--- config.mk ---
export PLATFORM = sky130hd
export DESIGN_NAME = letc_core_axi_fsm_flat
export DESIGN_NICKNAME = d
export VERILOG_FILES = /design/src/rtl/letc_core_pkg.sv /design/src/rtl/letc_pkg.sv /design/src/rtl/letc_core_limp_if.sv /design/src/rtl/letc_core_axi_lane_align.sv /design/src/rtl/letc_core_axi_fsm.sv /design/src/flat_wrapper.sv
export SDC_FILE = /design/constraint.sdc
export NUM_CORES = 1
export LEC_CHECK = 0
export CORE_UTILIZATION = 37
export DETAILED_ROUTE_END_ITERATION = 12
export HOLD_SLACK_MARGIN = 0.06
export PLACE_DENSITY_LB_ADDON = 0.1
export SYNTH_ARGS = -nofsm -noshare
export SYNTH_HDL_FRONTEND = slang
export SYNTH_SLANG_ARGS = --single-unit
--- constraint.sdc ---
create_clock -name i_clk -period 1.7 [get_ports i_clk]
set_input_delay 0.255 -clock i_clk [delete_from_list [all_inputs] [get_ports i_clk]]
set_output_delay 0.255 -clock i_clk [all_outputs]
set_load 0.01 [all_outputs]
--- src/rtl/letc_core_pkg.sv ---
// letc_core_pkg: core-level AXI response codes and fixed single-beat attributes
package letc_core_pkg;
    typedef enum logic [1:0] {
        AXI_RESP_OKAY   = 2'b00,
        AXI_RESP_EXOKAY = 2'b01,
        AXI_RESP_SLVERR = 2'b10,
        AXI_RESP_DECERR = 2'b11
    } axi_resp_e;
    localparam logic [7:0] AXI_LEN_SINGLE = 8'd0;
    localparam logic [2:0] AXI_SIZE_WORD  = 3'b010;
    localparam logic [1:0] AXI_BURST_INCR = 2'b01;
endpackage

--- src/rtl/letc_pkg.sv ---
// letc_pkg: LETC-wide types shared by every core block
package letc_pkg;
    localparam int PADDR_WIDTH = 32;
    typedef logic [PADDR_WIDTH-1:0] paddr_t;
    typedef enum logic [1:0] {
        SIZE_BYTE     = 2'b00,
        SIZE_HALFWORD = 2'b01,
        SIZE_WORD     = 2'b10
    } size_e;
endpackage

--- src/rtl/letc_core_limp_if.sv ---
// letc_core_limp_if: LIMP request/response link between caches and the bus bridge
interface letc_core_limp_if;
    import letc_pkg::*;
    logic        valid;
    logic        ready;
    logic        wen_nren;
    logic        bypass;
    size_e       size;
    paddr_t      addr;
    logic [31:0] wdata;
    logic [31:0] rdata;
    modport requestor (output valid, wen_nren, bypass, size, addr, wdata, input ready, rdata);
    modport servicer  (input valid, wen_nren, bypass, size, addr, wdata, output ready, rdata);
endinterface

--- src/rtl/letc_core_axi_lane_align.sv ---
// letc_core_axi_lane_align: byte-lane strobes/replication for stores and lane extraction for loads
module letc_core_axi_lane_align
    import letc_pkg::*;
(
    input  size_e       i_size,
    input  logic [1:0]  i_addr_lo,
    input  logic [31:0] i_wdata,
    input  logic [31:0] i_rdata,
    output logic [3:0]  o_wstrb,
    output logic [31:0] o_wdata,
    output logic [31:0] o_rdata
);
    logic [7:0]  byte_lane;
    logic [15:0] half_lane;

    // Stores replicate the datum into every lane; loads shift the addressed lane down and zero-extend
    always_comb begin
        byte_lane = 8'(i_rdata >> {i_addr_lo, 3'b000});
        half_lane = 16'(i_rdata >> {i_addr_lo[1], 4'b0000});
        o_wstrb   = (i_size == SIZE_BYTE)     ? 4'b0001 << i_addr_lo :
                    (i_size == SIZE_HALFWORD) ? (i_addr_lo[1] ? 4'b1100 : 4'b0011) : 4'hF;
        o_wdata   = (i_size == SIZE_BYTE)     ? {4{i_wdata[7:0]}} :
                    (i_size == SIZE_HALFWORD) ? {2{i_wdata[15:0]}} : i_wdata;
        o_rdata   = (i_size == SIZE_BYTE)     ? {24'h0, byte_lane} :
                    (i_size == SIZE_HALFWORD) ? {16'h0, half_lane} : i_rdata;
    end
endmodule

--- src/rtl/letc_core_axi_fsm.sv ---
// letc_core_axi_fsm: LIMP-to-AXI4 bridge issuing one single-beat transaction at a time
module letc_core_axi_fsm
    import letc_pkg::*;
    import letc_core_pkg::*;
#(
    parameter int                      AXI_ADDR_WIDTH = PADDR_WIDTH,
    parameter int                      AXI_ID_WIDTH   = 4,
    parameter logic [AXI_ID_WIDTH-1:0] AXI_ID         = '0
) (
    input  logic                      i_clk,
    input  logic                      i_rst_n,
    letc_core_limp_if.servicer        limp,
    output logic                      o_bus_error,
    output logic                      o_awvalid,
    input  logic                      i_awready,
    output logic [AXI_ADDR_WIDTH-1:0] o_awaddr,
    output logic [AXI_ID_WIDTH-1:0]   o_awid,
    output logic [7:0]                o_awlen,
    output logic [2:0]                o_awsize,
    output logic [1:0]                o_awburst,
    output logic                      o_wvalid,
    input  logic                      i_wready,
    output logic [31:0]               o_wdata,
    output logic [3:0]                o_wstrb,
    output logic                      o_wlast,
    input  logic                      i_bvalid,
    output logic                      o_bready,
    input  logic [1:0]                i_bresp,
    output logic                      o_arvalid,
    input  logic                      i_arready,
    output logic [AXI_ADDR_WIDTH-1:0] o_araddr,
    output logic [AXI_ID_WIDTH-1:0]   o_arid,
    output logic [7:0]                o_arlen,
    output logic [2:0]                o_arsize,
    output logic [1:0]                o_arburst,
    input  logic                      i_rvalid,
    output logic                      o_rready,
    input  logic [31:0]               i_rdata,
    input  logic [1:0]                i_rresp,
    input  logic                      i_rlast
);
    typedef enum logic [2:0] {IDLE, RD_ADDR, RD_DATA, WR_ADDR_DATA, WR_RESP, DONE} state_e;

    state_e                    state_q, state_d;
    logic [AXI_ADDR_WIDTH-1:0] addr_q, addr_d;
    size_e                     size_q, size_d;
    logic [31:0]               wdata_q, wdata_d;
    logic [31:0]               rdata_q, rdata_d;
    logic                      err_q, err_d;
    logic                      arvalid_q, arvalid_d;
    logic                      awvalid_q, awvalid_d;
    logic                      wvalid_q, wvalid_d;
    logic [31:0]               rdata_aligned;
    logic                      unused_inputs;

    letc_core_axi_lane_align u_align (
        .i_size    (size_q),
        .i_addr_lo (addr_q[1:0]),
        .i_wdata   (wdata_q),
        .i_rdata   (i_rdata),
        .o_wstrb   (o_wstrb),
        .o_wdata   (o_wdata),
        .o_rdata   (rdata_aligned)
    );

    // Next state plus capture of the request on acceptance and of the response on completion
    always_comb begin
        state_d   = state_q;
        addr_d    = addr_q;
        size_d    = size_q;
        wdata_d   = wdata_q;
        rdata_d   = rdata_q;
        err_d     = err_q;
        arvalid_d = arvalid_q;
        awvalid_d = awvalid_q;
        wvalid_d  = wvalid_q;
        unique case (state_q)
            IDLE: if (limp.valid) begin
                addr_d    = AXI_ADDR_WIDTH'(limp.addr);
                size_d    = limp.size;
                wdata_d   = limp.wdata;
                arvalid_d = !limp.wen_nren;
                awvalid_d = limp.wen_nren;
                wvalid_d  = limp.wen_nren;
                state_d   = limp.wen_nren ? WR_ADDR_DATA : RD_ADDR;
            end
            RD_ADDR: if (i_arready) begin
                arvalid_d = 1'b0;
                state_d   = RD_DATA;
            end
            RD_DATA: if (i_rvalid) begin
                rdata_d = rdata_aligned;
                err_d   = axi_resp_e'(i_rresp) != AXI_RESP_OKAY;
                state_d = DONE;
            end
            WR_ADDR_DATA: begin
                awvalid_d = awvalid_q && !i_awready;
                wvalid_d  = wvalid_q && !i_wready;
                state_d   = (!awvalid_d && !wvalid_d) ? WR_RESP : WR_ADDR_DATA;
            end
            WR_RESP: if (i_bvalid) begin
                err_d   = axi_resp_e'(i_bresp) != AXI_RESP_OKAY;
                state_d = DONE;
            end
            DONE:    state_d = IDLE;
            default: state_d = IDLE;
        endcase
    end

    // State and capture registers; reset abandons any transaction in flight
    always_ff @(posedge i_clk or negedge i_rst_n) begin
        if (!i_rst_n) begin
            state_q   <= IDLE;
            addr_q    <= '0;
            size_q    <= SIZE_BYTE;
            wdata_q   <= '0;
            rdata_q   <= '0;
            err_q     <= 1'b0;
            arvalid_q <= 1'b0;
            awvalid_q <= 1'b0;
            wvalid_q  <= 1'b0;
        end else begin
            state_q   <= state_d;
            addr_q    <= addr_d;
            size_q    <= size_d;
            wdata_q   <= wdata_d;
            rdata_q   <= rdata_d;
            err_q     <= err_d;
            arvalid_q <= arvalid_d;
            awvalid_q <= awvalid_d;
            wvalid_q  <= wvalid_d;
        end
    end

    assign o_arvalid   = arvalid_q;
    assign o_awvalid   = awvalid_q;
    assign o_wvalid    = wvalid_q;
    assign o_rready    = state_q == RD_DATA;
    assign o_bready    = state_q == WR_RESP;
    assign limp.ready  = state_q == DONE;
    assign limp.rdata  = rdata_q;
    assign o_bus_error = (state_q == DONE) && err_q;
    assign o_awaddr    = {addr_q[AXI_ADDR_WIDTH-1:2], 2'b00};
    assign o_araddr    = {addr_q[AXI_ADDR_WIDTH-1:2], 2'b00};
    assign o_awid      = AXI_ID;
    assign o_arid      = AXI_ID;
    assign o_awlen     = AXI_LEN_SINGLE;
    assign o_arlen     = AXI_LEN_SINGLE;
    assign o_awsize    = AXI_SIZE_WORD;
    assign o_arsize    = AXI_SIZE_WORD;
    assign o_awburst   = AXI_BURST_INCR;
    assign o_arburst   = AXI_BURST_INCR;
    assign o_wlast     = 1'b1;
    assign unused_inputs = ^{i_rlast, limp.bypass};

    // Halfword and word requests must arrive naturally aligned
    assert property (@(posedge i_clk) disable iff (!i_rst_n)
        (state_q == IDLE && limp.valid) |->
        !((limp.size == SIZE_HALFWORD && limp.addr[0]) || (limp.size == SIZE_WORD && limp.addr[1:0] != 2'b00)));
endmodule
--- src/flat_wrapper.sv ---
// flat-port wrapper written by rule: the top's interface ports become plain ports
module letc_core_axi_fsm_flat import letc_pkg::*; import letc_core_pkg::*;
#(
    parameter int                      AXI_ADDR_WIDTH = PADDR_WIDTH,
    parameter int                      AXI_ID_WIDTH   = 4,
    parameter logic [AXI_ID_WIDTH-1:0] AXI_ID         = '0
)
  (i_clk, i_rst_n, o_bus_error, o_awvalid, i_awready, o_awaddr, o_awid, o_awlen, o_awsize, o_awburst, o_wvalid, i_wready, o_wdata, o_wstrb, o_wlast, i_bvalid, o_bready, i_bresp, o_arvalid, i_arready, o_araddr, o_arid, o_arlen, o_arsize, o_arburst, i_rvalid, o_rready, i_rdata, i_rresp, i_rlast, limp_valid, limp_wen_nren, limp_bypass, limp_size, limp_addr, limp_wdata, limp_ready, limp_rdata);
  letc_core_limp_if limp_i ();
  input  logic i_clk;
  input  logic i_rst_n;
  output logic o_bus_error;
  output logic o_awvalid;
  input  logic i_awready;
  output logic [AXI_ADDR_WIDTH-1:0] o_awaddr;
  output logic [AXI_ID_WIDTH-1:0] o_awid;
  output logic [7:0] o_awlen;
  output logic [2:0] o_awsize;
  output logic [1:0] o_awburst;
  output logic o_wvalid;
  input  logic i_wready;
  output logic [31:0] o_wdata;
  output logic [3:0] o_wstrb;
  output logic o_wlast;
  input  logic i_bvalid;
  output logic o_bready;
  input  logic [1:0] i_bresp;
  output logic o_arvalid;
  input  logic i_arready;
  output logic [AXI_ADDR_WIDTH-1:0] o_araddr;
  output logic [AXI_ID_WIDTH-1:0] o_arid;
  output logic [7:0] o_arlen;
  output logic [2:0] o_arsize;
  output logic [1:0] o_arburst;
  input  logic i_rvalid;
  output logic o_rready;
  input  logic [31:0] i_rdata;
  input  logic [1:0] i_rresp;
  input  logic i_rlast;
  input wire logic [$bits(limp_i.valid)-1:0] limp_valid;
  input wire logic [$bits(limp_i.wen_nren)-1:0] limp_wen_nren;
  input wire logic [$bits(limp_i.bypass)-1:0] limp_bypass;
  input wire logic [$bits(limp_i.size)-1:0] limp_size;
  input wire logic [$bits(limp_i.addr)-1:0] limp_addr;
  input wire logic [$bits(limp_i.wdata)-1:0] limp_wdata;
  output wire logic [$bits(limp_i.ready)-1:0] limp_ready;
  output wire logic [$bits(limp_i.rdata)-1:0] limp_rdata;
  assign limp_i.valid = limp_valid;
  assign limp_i.wen_nren = limp_wen_nren;
  assign limp_i.bypass = limp_bypass;
  assign limp_i.size = limp_size;
  assign limp_i.addr = limp_addr;
  assign limp_i.wdata = limp_wdata;
  assign limp_ready = limp_i.ready;
  assign limp_rdata = limp_i.rdata;
  letc_core_axi_fsm #(.AXI_ADDR_WIDTH(AXI_ADDR_WIDTH), .AXI_ID_WIDTH(AXI_ID_WIDTH), .AXI_ID(AXI_ID)) u_core (.i_clk(i_clk), .i_rst_n(i_rst_n), .limp(limp_i), .o_bus_error(o_bus_error), .o_awvalid(o_awvalid), .i_awready(i_awready), .o_awaddr(o_awaddr), .o_awid(o_awid), .o_awlen(o_awlen), .o_awsize(o_awsize), .o_awburst(o_awburst), .o_wvalid(o_wvalid), .i_wready(i_wready), .o_wdata(o_wdata), .o_wstrb(o_wstrb), .o_wlast(o_wlast), .i_bvalid(i_bvalid), .o_bready(o_bready), .i_bresp(i_bresp), .o_arvalid(o_arvalid), .i_arready(i_arready), .o_araddr(o_araddr), .o_arid(o_arid), .o_arlen(o_arlen), .o_arsize(o_arsize), .o_arburst(o_arburst), .i_rvalid(i_rvalid), .o_rready(o_rready), .i_rdata(i_rdata), .i_rresp(i_rresp), .i_rlast(i_rlast));
endmodule
=== Word level (Yosys, flattened, before mapping) ===
Index checks and enable logic that the tools add are counted.

* Equal/unequal tests: 10
* Shifts and indexed selects: 3
* Multiplexer cells: 23
* Reduce and logical (&&, ||, !) cells: 22

{| class="wikitable"
|+ Operators by type and width
! operator !! count
|-
| $mux 32 || 4
|-
| $shr 32x5->16 || 1
|-
| $shr 32x5->8 || 1
|-
| $mux 3 || 5
|-
| $pmux 3 s5 || 1
|-
| $mux 4 || 3
|-
| $reduce_bool 2->1 || 5
|-
| $ne 2x2->1 const B || 4
|-
| $pmux 1 s2 || 4
|-
| $eq 3x2->1 const B || 2
|-
| $eq 3x3->1 const B || 2
|-
| $reduce_and 2->1 || 3
|-
| $reduce_and 3->1 || 2
|-
| $logic_not 1->1 || 5
|-
| $mux 1 || 5
|-
| $logic_and 1x1->1 || 4
|-
| $reduce_and 4->1 || 1
|-
| $shl 1x2->4 const A || 1
|-
| $eq 3x1->1 const B || 1
|-
| $logic_not 3->1 || 1
|-
| $eq 2x1->1 const B || 1
|-
| $logic_not 2->1 || 1
|-
| $mux 2 || 1
|}

* Flip-flop bits (word level): 105
* Output and inout port bits: 174

=== Depth between registers and ports, before layout ===
* Depth in word-level cells: 6
* Depth in mapped cells: 7
* Mapped depth without buffers: 4

=== Modules after synthesis ===
Synthesis repeated with hierarchy kept, for this count alone.

* Cell total of the unflattened synthesis: 501
* Area total of the unflattened synthesis: 5984.5 um^2

{| class="wikitable"
|+ By module, submodules not included
! module !! instances !! cells each !! area each (um^2)
|-
| letc_core_axi_fsm || 1 || 368 || 4885.9
|-
| letc_core_axi_lane_align || 1 || 133 || 1098.6
|}

=== Worst setup path after synthesis ===
Ideal clock, no wire load.

* Path type: flip-flop to flip-flop
* Start: reg u_core.state_q[1]
* End: reg u_core.wdata_q[10]
* Arrival: 1.511 ns
* Required time: 1.573 ns
* Path slack: 0.061 ns
* Stages on the path, launching flop included: 6
* Clock period less this slack: 1.639 ns
* Cells stage by stage: dfrtp_1 -> buf_4 -> nor4b_4 -> buf_4 -> buf_6 -> mux2_1

* Word-level cells in the longest chain between the ends: 2

{| class="wikitable"
|+ Ends and longest elaborated chain
! element !! line !! source
|-
| start, declared || letc_core_axi_fsm.sv:44 || <nowiki>state_e state_q, state_d;</nowiki>
|-
| start signal, assigned || letc_core_axi_fsm.sv:123 || <nowiki>state_q <= state_d;</nowiki>
|-
| $logic_not 3->1 || letc_core_axi_fsm.sv:77 || <nowiki>unique case (state_q)</nowiki>
|-
| $reduce_and 2->1 (no line) || -- ||
|-
| end signal, assigned || letc_core_axi_fsm.sv:126 || <nowiki>wdata_q <= wdata_d;</nowiki>
|-
| end, declared || letc_core_axi_fsm.sv:47 || <nowiki>logic [31:0] wdata_q, wdata_d;</nowiki>
|}

No other way between the ends.
A chain may end at the register's enable or synchronous reset.

=== Final worst setup path ===
* Start: reg u_core.size_q[1]
* End: out o_wdata[14]

* Word-level cells in the longest chain between the ends: 2

{| class="wikitable"
|+ Ends and longest elaborated chain
! element !! line !! source
|-
| start, declared || letc_core_axi_fsm.sv:46 || <nowiki>size_e size_q, size_d;</nowiki>
|-
| start signal, assigned || letc_core_axi_fsm.sv:125 || <nowiki>size_q <= size_d;</nowiki>
|-
| $logic_not 2->1 || letc_core_axi_lane_align.sv:22 || <nowiki>o_wdata = (i_size == SIZE_BYTE) ? {4{i_wdata[7:0]}} :</nowiki>
|-
| $mux 32 || letc_core_axi_lane_align.sv:22 ||
|-
| end, declared || flat_wrapper.sv:22 || <nowiki>output logic [31:0] o_wdata;</nowiki>
|}

No other way between the ends.

==> qor.yml <==
power_and_ir_drop:
  leakagePower_nw: 4.05
  pwr-share-clk_pct: 11.8
  powerDensity_nw_per_um2: 1940
  ir_drop_v: 0.00112
  p_sw_share_pct: 34.4
  combPwrFrac_pct: 61.8
  intPower_mw: 11.5
  finalPower_mw: 17.5
  p_seq_share_pct: 26.5
  power.switching_mw: 6.00
layout:
  drive_gt1_share_pct: 31.0
  nNetsFinal: 852
  final_common_cell: "clkdlybuf4s50_1"
  fin_cells: 932
  fin_util_pct: 59.5
  areaGrowthSynthToFinish_pct: 57.7
  layout_common_cells: "clkdlybuf4s50_1, dfrtp_1, mux2_4"
  antennaDiodeCount: 0
routing:
  vias_per_cell: 4.75
  ant_nets: 0
  route.layer.met1.wl_mm: 6.46
  maxUsedRoutingLayer: "met4"
  firstDrtPassIters: 4
  post_drt_wl_per_cell_microns: 16.7
  drtIter0Drc: 114
  met2_length_mm: 7.84
  vias: 4428
  wl_met3_microns: 973
  routed_wl_mm: 15.6
  drc_errors: 0
cts:
  cts_sinks: 105
  htree_levels: 3
  cts_buffer_depth: 2
  root_buffer: "clkbuf_16"
  tritoncts: "done"
  cts_inserted_buffers: 9
  clk_pin_slew_ns: 0.07
  clk_latency_ns: 0.34
floorplanning:
  rows: 45
  die-area_sq_um: 15900
  initial_core_util_pct: 37.7
  fp.dieW_microns: 126
  num_io_pins: 287
  design.core.area_sq_um: 15100
  die_y_microns: 126
worst_setup_path:
  slowest_stage: "dfrtp_2"
  path_cells: "nor2_4 > buf_6 > buf_6 > mux2_4 > buf_6"
  critical_path_arrival_ns: 1.56
  path_class: "flip-flop to output port"
  critical-path-max-stage-delay_ns: 0.44
  crit_top_cell: "buf_6"
  cp-start-kind: "flip-flop"
  worstPathRequired_ns: 1.44
  worstPathMaxFanout: 4
  end_kind: "output port"
global_route:
  grt.overflow.total: 0
  antenna_found_initial: 0
  grt_pass1_vias: 4540
  grtUsageTotal_pct: 19.1
  grt_pass1_wl_mm: 23.6
  grt_start_max_net_pins: 55
sta:
  finalCritPeriodShare_pct: 107
  drv_slew: 0
  hold_viol: 0
  fin_crit_ns: 1.82
  setup_ws_ns: -0.118
  max_freq_mhz: 550
  rsz0062_at_grt: "true"
  clock_skew_ns: 0.00799
  setup_violations: 20
  tns_ns: -1.23
placed_design:
  finalWeightedCongestion: 0.783
  pre_cts_ws_ns: -0.149
  dp_cells: 884
  port_buffers: 245
  hpwl_mm: 10.6
synth:
  yosysSeqAreaShare_pct: 46.0
  synth_edf_count: 0
  syn_avg_cell_area_sq_um: 11.0
  syn-cell-area_sq_um: 5710
  ys_ff_latch: 105
  synth_ff_type: "dfrtp_1"
  async_reset_ff_share_pct: 100
  synth.distinct_cells: 37
  ys_warn_count: 0
  netlist_instances: 520
hold_path:
  hold_class: "input pin to async pin"
run_status:
  status: "finished with violations"
  violations: "negative setup slack"
job:
  max-cap-violations: 0
metal layers:
layer,vias up,track usage (%)
met3,20,5.18
li1,2087,-
met5,-,0
met4,0,6.17
met2,155,34.4
met1,2166,21.9
cell families after synthesis:
group                  after synthesis  share of synthesized area [%]
other                                2                          0.131
DFF                                105                           46.0
buffers and inverters              139                           16.7
muxes                              114                           22.1
and+or+nand+nor                     83                           6.94
AOI/OAI and AO/OA                   77                           8.08
stage by stage:
| step | area [sq um] | hold slack, ns |
|---|---|---|
| 6_report | 9010 | 0.277 |
| 5_1_grt | 9010 | 0.295 |
| 4_1_cts | 8620 | 0.271 |
| 3_5_place_dp | 7930 | 0.0973 |
| 3_3_place_gp | 7930 | 0.101 |
| 2_1_floorplan | 5850 | -0.0406 |
area by class of cell:
cell class / count / area, sq um
Fill cell: 1261 / 6140
Timing Repair Buffer: 306 / 3180
Multi-Input combinational cell: 313 / 2650
Sequential cell: 105 / 2630
Clock buffer: 13 / 270
Tap cell: 188 / 235
Clock inverter: 3 / 23.8
Inverter: 4 / 15.0
critical path, delay by kind of cell (launching register included):
kind	cells	cell delay, ns
simple gates	1	0.13
flops	1	0.44
buf+inv	3	0.36
mux	1	0.30
sequential cells by signal, summed over array words and instances, names as in the netlist:
name	count
u_core.o_wvalid	1
u_core.limp.rdata	32
u_core.state_q	3
u_core.addr_q	32
u_core.size_q	2
u_core.wdata_q	32
u_core.o_arvalid	1
u_core.o_awvalid	1
u_core.err_q	1
cell usage after synthesis (all sizes together), types with 2 or more instances:
| master | number | share of area, % |
|---|---|---|
| a22o | 2 | 0.31 |
| nand2 | 60 | 4.0 |
| nand2b | 5 | 0.55 |
| nor3b | 3 | 0.59 |
| nand3b | 2 | 0.26 |
| mux2 | 97 | 19 |
| clkbuf | 11 | 0.74 |
| nor2 | 5 | 0.33 |
| a21oi | 2 | 0.18 |
| a21o | 2 | 0.26 |
| dfrtp | 105 | 46 |
| buf | 124 | 16 |
| o31ai | 8 | 1.1 |
| o41ai | 2 | 0.31 |
| conb | 2 | 0.13 |
| o22ai | 16 | 1.8 |
| or2 | 2 | 0.22 |
| o21bai | 3 | 0.39 |
| mux2i | 17 | 3.0 |
| o21ai | 39 | 3.4 |
| inv | 4 | 0.26 |
| nor3 | 2 | 0.18 |
power groups by stage:
stage	registers [mW]	logic [mW]	clock network, mW
3_3_place_gp	4.50	8.79	0
3_5_place_dp	4.56	8.87	0
6_report	4.62	10.8	2.05
2_1_floorplan	4.50	5.18	0
4_1_cts	4.56	9.84	2.13
5_1_grt	4.81	11.5	2.23
worst paths after layout:
check                                       from                    end  slack [ns]  cells after the start
setup / recovery                u_core.size_q[1]            o_wdata[14]       -0.12                      5
min in group i_clk         u_core.limp.rdata[12]  u_core.limp.rdata[12]        0.48                      2
hold reg to reg            u_core.limp.rdata[12]  u_core.limp.rdata[12]        0.48                      2
max in group asynchronous                i_rst_n       u_core.size_q[1]        0.88                      3
hold / removal                           i_rst_n  u_core.limp.rdata[31]        0.28                      2
setup reg to reg               u_core.state_q[1]       u_core.addr_q[3]           0                      6
what timing repair did:
action,4_1_cts,5_1_grt
buffers inserted,20,10
pin swaps,6,9
endpoints found under the setup margin,85,101
gates resized for setup,209,91
gates cloned,4,4
hold buffers,1,0
endpoints found under the hold margin,105,0
Note: power is estimated with default switching activity, not from simulation.
